$ cat config.mk
export PLATFORM = sky130hd
export DESIGN_NAME = traffic_sensor_flat
export DESIGN_NICKNAME = d
export VERILOG_FILES = /design/src/rtl/traffic_sensor_if.sv /design/src/rtl/traffic_sensor.sv /design/src/flat_wrapper.sv
export SDC_FILE = /design/constraint.sdc
export NUM_CORES = 1
export LEC_CHECK = 0
export CAP_MARGIN = 20
export CORE_MARGIN = 2
export CORE_UTILIZATION = 50
export CTS_BUF_LIST = sky130_fd_sc_hd__clkbuf_2 sky130_fd_sc_hd__clkbuf_4 sky130_fd_sc_hd__clkbuf_8
export DETAILED_ROUTE_END_ITERATION = 7
export MAX_ROUTING_LAYER = met4
export PLACE_DENSITY = 0.78
export SLEW_MARGIN = 40
export SYNTH_ARGS = -nofsm -noshare
export SYNTH_HDL_FRONTEND = slang
export SYNTH_SLANG_ARGS = --single-unit
$ cat constraint.sdc
create_clock -name clk -period 4.8 [get_ports clk]
set_input_delay 0.96 -clock clk [delete_from_list [all_inputs] [get_ports clk]]
set_output_delay 0.96 -clock clk [all_outputs]
set_load 0.02 [all_outputs]
$ cat src/rtl/traffic_sensor_if.sv
// Signal bundle between the car sensors, the light controller and traffic_sensor.
// The slave side is the sensor block; the master side drives arrivals and lights.
interface traffic_sensor_if #(
  parameter int CNT_W = 4
);
  logic             car_a;
  logic             car_b;
  logic [1:0]       la;
  logic [1:0]       lb;
  logic             ta;
  logic             tb;
  logic [CNT_W-1:0] cnt_a;
  logic [CNT_W-1:0] cnt_b;
  logic             ovf_a;
  logic             ovf_b;
  logic             conflict;
  logic             bad_code;

  modport master (
    output car_a, car_b, la, lb,
    input  ta, tb, cnt_a, cnt_b, ovf_a, ovf_b, conflict, bad_code
  );

  modport slave (
    input  car_a, car_b, la, lb,
    output ta, tb, cnt_a, cnt_b, ovf_a, ovf_b, conflict, bad_code
  );
endinterface

$ cat src/rtl/traffic_sensor.sv
// Car-queue front end for the traffic light controller: per-street queue counters,
// green-light drain timers, traffic-present flags and a sticky light-safety monitor.

// One street: queue counter, departure timer and IDLE/WAIT/DRAIN presence FSM.
module traffic_sensor_street #(
  parameter int CNT_W         = 4,
  parameter int DEPART_CYCLES = 2
) (
  input  logic             clk,
  input  logic             reset,
  input  logic             car_i,
  input  logic [1:0]       light_i,
  output logic [CNT_W-1:0] cnt_o,
  output logic             present_o,
  output logic             ovf_o
);
  localparam int TMR_W = (DEPART_CYCLES > 1) ? $clog2(DEPART_CYCLES) : 1;
  localparam logic [TMR_W-1:0] TMR_LAST = TMR_W'(DEPART_CYCLES - 1);
  localparam logic [1:0] GREEN = 2'b00;

  typedef enum logic [1:0] {
    S_IDLE,
    S_WAIT,
    S_DRAIN
  } state_e;

  state_e           state_q, state_d;
  logic [CNT_W-1:0] cnt_q, cnt_d;
  logic [TMR_W-1:0] timer_q, timer_d;
  logic             ovf_q, ovf_d;

  logic green;
  logic active;
  logic dep;
  logic at_max;

  // Yellow and the illegal 11 code both count as "not green".
  assign green  = (light_i == GREEN);
  assign active = green && (cnt_q != '0);
  assign dep    = active && (timer_q == TMR_LAST);
  assign at_max = (cnt_q == '1);

  // NOTE: every variable driven here gets a default first, so no path can
  // leave it unassigned and infer a latch.
  always_comb begin
    timer_d = '0;
    cnt_d   = cnt_q;
    ovf_d   = ovf_q;

    if (active && !dep) begin
      timer_d = timer_q + 1'b1;
    end

    if (car_i && !dep) begin
      if (at_max) begin
        ovf_d = 1'b1;
      end else begin
        cnt_d = cnt_q + 1'b1;
      end
    end else if (dep && !car_i) begin
      cnt_d = cnt_q - 1'b1;
    end
  end

  // Presence FSM looks at the next count so ta changes on the same edge as cnt.
  always_comb begin
    state_d = state_q;
    case (state_q)
      S_IDLE: begin
        if (cnt_d != '0) begin
          state_d = green ? S_DRAIN : S_WAIT;
        end
      end
      S_WAIT: begin
        if (cnt_d == '0) begin
          state_d = S_IDLE;
        end else if (green) begin
          state_d = S_DRAIN;
        end
      end
      S_DRAIN: begin
        if (cnt_d == '0) begin
          state_d = S_IDLE;
        end else if (!green) begin
          state_d = S_WAIT;
        end
      end
      default: state_d = S_IDLE;
    endcase
  end

  // NOTE: state registers use non-blocking assignments so every flop samples
  // the pre-edge values; the asynchronous reset clears them without a clock.
  always_ff @(posedge clk or negedge reset) begin
    if (!reset) begin
      state_q <= S_IDLE;
      cnt_q   <= '0;
      timer_q <= '0;
      ovf_q   <= 1'b0;
    end else begin
      state_q <= state_d;
      cnt_q   <= cnt_d;
      timer_q <= timer_d;
      ovf_q   <= ovf_d;
    end
  end

  assign cnt_o     = cnt_q;
  assign present_o = (state_q != S_IDLE);
  assign ovf_o     = ovf_q;
endmodule

module traffic_sensor #(
  parameter int CNT_W         = 4,
  parameter int DEPART_CYCLES = 2
) (
  input  logic               clk,
  input  logic               reset,
  traffic_sensor_if.slave    bus
);
  localparam logic [1:0] RED     = 2'b10;
  localparam logic [1:0] ILLEGAL = 2'b11;

  logic conflict_q, conflict_d;
  logic bad_code_q, bad_code_d;

  traffic_sensor_street #(
    .CNT_W        (CNT_W),
    .DEPART_CYCLES(DEPART_CYCLES)
  ) u_street_a (
    .clk      (clk),
    .reset    (reset),
    .car_i    (bus.car_a),
    .light_i  (bus.la),
    .cnt_o    (bus.cnt_a),
    .present_o(bus.ta),
    .ovf_o    (bus.ovf_a)
  );

  traffic_sensor_street #(
    .CNT_W        (CNT_W),
    .DEPART_CYCLES(DEPART_CYCLES)
  ) u_street_b (
    .clk      (clk),
    .reset    (reset),
    .car_i    (bus.car_b),
    .light_i  (bus.lb),
    .cnt_o    (bus.cnt_b),
    .present_o(bus.tb),
    .ovf_o    (bus.ovf_b)
  );

  // Safety monitor: observation only, both flags latch until reset.
  always_comb begin
    conflict_d = conflict_q | ((bus.la != RED) && (bus.lb != RED));
    bad_code_d = bad_code_q | (bus.la == ILLEGAL) | (bus.lb == ILLEGAL);
  end

  always_ff @(posedge clk or negedge reset) begin
    if (!reset) begin
      conflict_q <= 1'b0;
      bad_code_q <= 1'b0;
    end else begin
      conflict_q <= conflict_d;
      bad_code_q <= bad_code_d;
    end
  end

  assign bus.conflict = conflict_q;
  assign bus.bad_code = bad_code_q;
endmodule
$ cat src/flat_wrapper.sv
// flat-port wrapper written by rule: the top's interface ports become plain ports
module traffic_sensor_flat 
#(
  parameter int CNT_W         = 4,
  parameter int DEPART_CYCLES = 2
)
  (clk, reset, bus_car_a, bus_car_b, bus_la, bus_lb, bus_ta, bus_tb, bus_cnt_a, bus_cnt_b, bus_ovf_a, bus_ovf_b, bus_conflict, bus_bad_code);
  traffic_sensor_if #(.CNT_W(CNT_W)) bus_i ();
  input  logic clk;
  input  logic reset;
  input wire logic [$bits(bus_i.car_a)-1:0] bus_car_a;
  input wire logic [$bits(bus_i.car_b)-1:0] bus_car_b;
  input wire logic [$bits(bus_i.la)-1:0] bus_la;
  input wire logic [$bits(bus_i.lb)-1:0] bus_lb;
  output wire logic [$bits(bus_i.ta)-1:0] bus_ta;
  output wire logic [$bits(bus_i.tb)-1:0] bus_tb;
  output wire logic [$bits(bus_i.cnt_a)-1:0] bus_cnt_a;
  output wire logic [$bits(bus_i.cnt_b)-1:0] bus_cnt_b;
  output wire logic [$bits(bus_i.ovf_a)-1:0] bus_ovf_a;
  output wire logic [$bits(bus_i.ovf_b)-1:0] bus_ovf_b;
  output wire logic [$bits(bus_i.conflict)-1:0] bus_conflict;
  output wire logic [$bits(bus_i.bad_code)-1:0] bus_bad_code;
  assign bus_i.car_a = bus_car_a;
  assign bus_i.car_b = bus_car_b;
  assign bus_i.la = bus_la;
  assign bus_i.lb = bus_lb;
  assign bus_ta = bus_i.ta;
  assign bus_tb = bus_i.tb;
  assign bus_cnt_a = bus_i.cnt_a;
  assign bus_cnt_b = bus_i.cnt_b;
  assign bus_ovf_a = bus_i.ovf_a;
  assign bus_ovf_b = bus_i.ovf_b;
  assign bus_conflict = bus_i.conflict;
  assign bus_bad_code = bus_i.bad_code;
  traffic_sensor #(.CNT_W(CNT_W), .DEPART_CYCLES(DEPART_CYCLES)) u_core (.clk(clk), .reset(reset), .bus(bus_i));
endmodule
==> run metrics <==
mapped cell area 1220 µm²; post-placement cell area 1420 µm²; worst skew pair latency 300 ps; layout overhead on the synthesized area 19.4%; post-CTS resize count 0; R2R cell count 7; count of unique library cells instantiated by Yosys 50; count of nets left with antenna violations after detail routing 0; initial antenna violation count 0; Rows 17; number of max-cap violations 0; Hold Buf Count CTS 0; Yosys reg bits 18; RR Endpoint u_core.u_street_a.state_q[0]; source of the worst register-to-register timing path u_core.u_street_a.cnt_o[0]; run status finished, final reports clean; number of flops mapped to enable cells by yosys 0; Worst Path Arrival 2950 ps; vias 1022; library cell with the highest instance count after synthesis sky130_fd_sc_hd__dfrtp_1; share of post-route cells with drive strength above 1 11.3%; FF-to-FF setup slack 2510 ps; overall power after layout 834 µW; delay of the slowest critical-path stage 530 ps; area of all placed cells without fillers 1450 µm²; startpoint type of the worst setup path input port; HP Start u_core.u_street_b.timer_q; clock root buffer sky130_fd_sc_hd__clkbuf_4; syn avg cell area 9.09 µm²; top achievable clock speed 0.363 GHz; total leakage power 0.599 nW; final setup TNS 0 ps; Total Routed Length 2470 µm; Initial Util 54.0%; top-area cell type share of the netlist area 37.0%; worst min-delay path class reg2reg; global-route wire length before repair 4170 µm; final critical path time including I/O delays and setup 2760 ps; setup repair after global routing missed its margin false; number of iterations in the first detailed-routing pass 4; Clock power frac 11.2%; cell types with the largest area share after synthesis sky130_fd_sc_hd__dfrtp_1 (37%), sky130_fd_sc_hd__ha_1 (4.1%), sky130_fd_sc_hd__mux2i_1 (3.3%), sky130_fd_sc_hd__inv_1 (3.1%), sky130_fd_sc_hd__nand2_1 (3.1%); worst slew pin tran 575 ps; largest area contributor in the synthesized netlist sky130_fd_sc_hd__dfrtp_1; detailed-route wire length per cell 13.8 µm; Tcrit/Tclk final 57.4%; largest buffer count on any clock path 2; via/cell ratio 5.71; endpoint of the worst hold path u_core.u_street_b.timer_q; Port Buffers 21; number of inserted diodes 0; cell count after synthesis 134; core area 2250 µm²; maximum vdd ir drop 0.385 mV; count of endpoints failing hold in the final timing report 0; via count of the first global-routing pass 967; top-level I/O count 22; Vert. Die Dim 53.3 µm; All-Layer GR Usage 21.0%; H-Tree Level Count 1; Clock Sinks 18; leading cell types by count after synthesis sky130_fd_sc_hd__dfrtp_1 (18), sky130_fd_sc_hd__inv_1 (10), sky130_fd_sc_hd__nand2_1 (10); share of power burned in combinational logic 53.8%; proportion of synthesized chip area in sequential cells 37.0%; Die Width 53.3 µm; CTS tree built; switching portion of total power 43.4%; number of warnings issued by yosys 0; dominant register cell in the synthesized netlist sky130_fd_sc_hd__dfrtp_1; cells traversed along the worst timing path clkdlybuf4s50_1 -> or3b_1 -> nor2_2 -> mux2_2 -> a2bb2oi_1 -> a221oi_1; placed wire-length estimate after detailed placement 1880 µm; required time worst endpoint 4990 ps; DRC violation count after routing 0; cts bufs inserted 3; clock-pin transition on the worst setup and hold timing paths 100 ps; GRT overflow 0; switching component of the power 362 µW; max-slew violation count 0; kind of critical path in2reg; cell internal power dissipation 472 µW; fraction of registers with async set or reset after synthesis 100%; # Post-CTS Setup Buffers 0; synthesized net count 146; number of cells on the worst hold path 1; maximum number of pins on one net before global-route repair 19; gpl congestion 0.794; final number of setup-violating endpoints 0; Critical-path top delay cell sky130_fd_sc_hd__or3b_1; full die area 2850 µm²; Final Skew 4.55 ps; max_slew headroom 61.5%; top fanout value on the critical path 7; Worst setup EP type register; iteration-0 DRC count of the detailed router 20; Cell Pwr Density 574 nW/µm²; nets 164; sequential cell fraction of total power 35.0%
==> kinds of logic (layout without fill, tap and decap cells) <==
family	after synthesis	after routing	share of synthesized area [%]
adder cells (fa/ha/maj)	4	4	4.11
AO/OA/AOI/OAI	36	36	21.4
buffers and inverters	18	35	6.37
AND/OR/NAND/NOR	49	49	23.6
flip-flops	18	18	37.0
multiplexers	7	7	6.06
XOR/XNOR	2	2	1.44
==> registers in the layout (all words and copies together) (netlist names), 2 cells and up <==
register / cells
u_core.u_street_a.cnt_o: 4
u_core.u_street_a.state_q: 2
u_core.u_street_b.cnt_o: 4
u_core.u_street_b.state_q: 2
==> layout by cell type, fill, tap and decap left out, types with 3 or more instances in the layout <==
cell                              synthesis  layout
sky130_fd_sc_hd__nor2_1                   7       7
sky130_fd_sc_hd__nand2_1                 10      10
sky130_fd_sc_hd__a21oi_1                  7       7
sky130_fd_sc_hd__ha_1                     4       4
sky130_fd_sc_hd__clkbuf_4                 0       3
sky130_fd_sc_hd__dfrtp_1                 18      18
sky130_fd_sc_hd__mux2_2                   3       3
sky130_fd_sc_hd__nand4_1                  3       3
sky130_fd_sc_hd__inv_1                   10      10
sky130_fd_sc_hd__o21ai_0                  7       7
sky130_fd_sc_hd__nand2b_1                 3       3
sky130_fd_sc_hd__nand3_1                  4       4
sky130_fd_sc_hd__mux2i_1                  4       4
sky130_fd_sc_hd__clkdlybuf4s50_1          0      20
==> through the flow <==
| stage | util (%) | hold slack (ps) | setup slack (ps) | instances |
|---|---|---|---|---|
| after floorplan | - | 421 | 2390 | 134 |
| after global placement | 63.1 | 438 | 1820 | 175 |
| after detailed placement | 62.9 | 455 | 1710 | 175 |
| after CTS | 64.5 | 469 | 2030 | 179 |
| after global routing | 64.5 | 504 | 1910 | 179 |
| final | 64.5 | 464 | 2040 | 179 |
==> power groups by stage <==
stage               logic [mW]  clock network, mW  registers (mW)
floorplan                0.281                  0           0.307
global placement         0.439                  0           0.290
detailed placement       0.451                  0           0.293
CTS                      0.452             0.0981           0.291
global route             0.491              0.102           0.304
finish                   0.449             0.0937           0.292
==> worst max-delay path: cells and delay by family <==
kind,cells,cell delay (ps)
simple gates,2,750
mux,1,350
buf+inv,1,490
compound gates,2,390
==> how the worst max path moves through the flow <==
stage                    from                      endpoint  slack [ps]  depth (start not counted)
floorplan           bus_lb[1]  u_core.u_street_b.state_q[0]        2390                          6
global placement    bus_lb[1]  u_core.u_street_b.state_q[0]        1820                          6
detailed placement  bus_lb[1]  u_core.u_street_b.state_q[0]        1710                          6
CTS                 bus_lb[1]  u_core.u_street_b.state_q[0]        2030                          6
global route        bus_car_b  u_core.u_street_b.state_q[0]        1910                          6
finish              bus_lb[1]  u_core.u_street_b.state_q[0]        2040                          6
==> area by class of cell <==
cell class / instances / area, µm²
repair buffers: 21 / 205
well taps: 28 / 35.0
multi-input cells: 98 / 689
flip-flops and latches: 18 / 450
clock buffers: 4 / 36.3
inverters: 10 / 37.5
fillers: 206 / 801
==> per-layer routing <==
metal | wire, µm | share of wire [%] | global-route usage, % | up-vias
met5 | 0 | 0 | - | -
met1 | 1120 | 45 | 24.5 | 475
met3 | 79 | 3.2 | 3.11 | 6
li1 | - | - | - | 522
met4 | 53 | 2.1 | 12.0 | 0
met2 | 1220 | 49 | 34.4 | 19
Note: power is estimated with default switching activity, not from simulation.
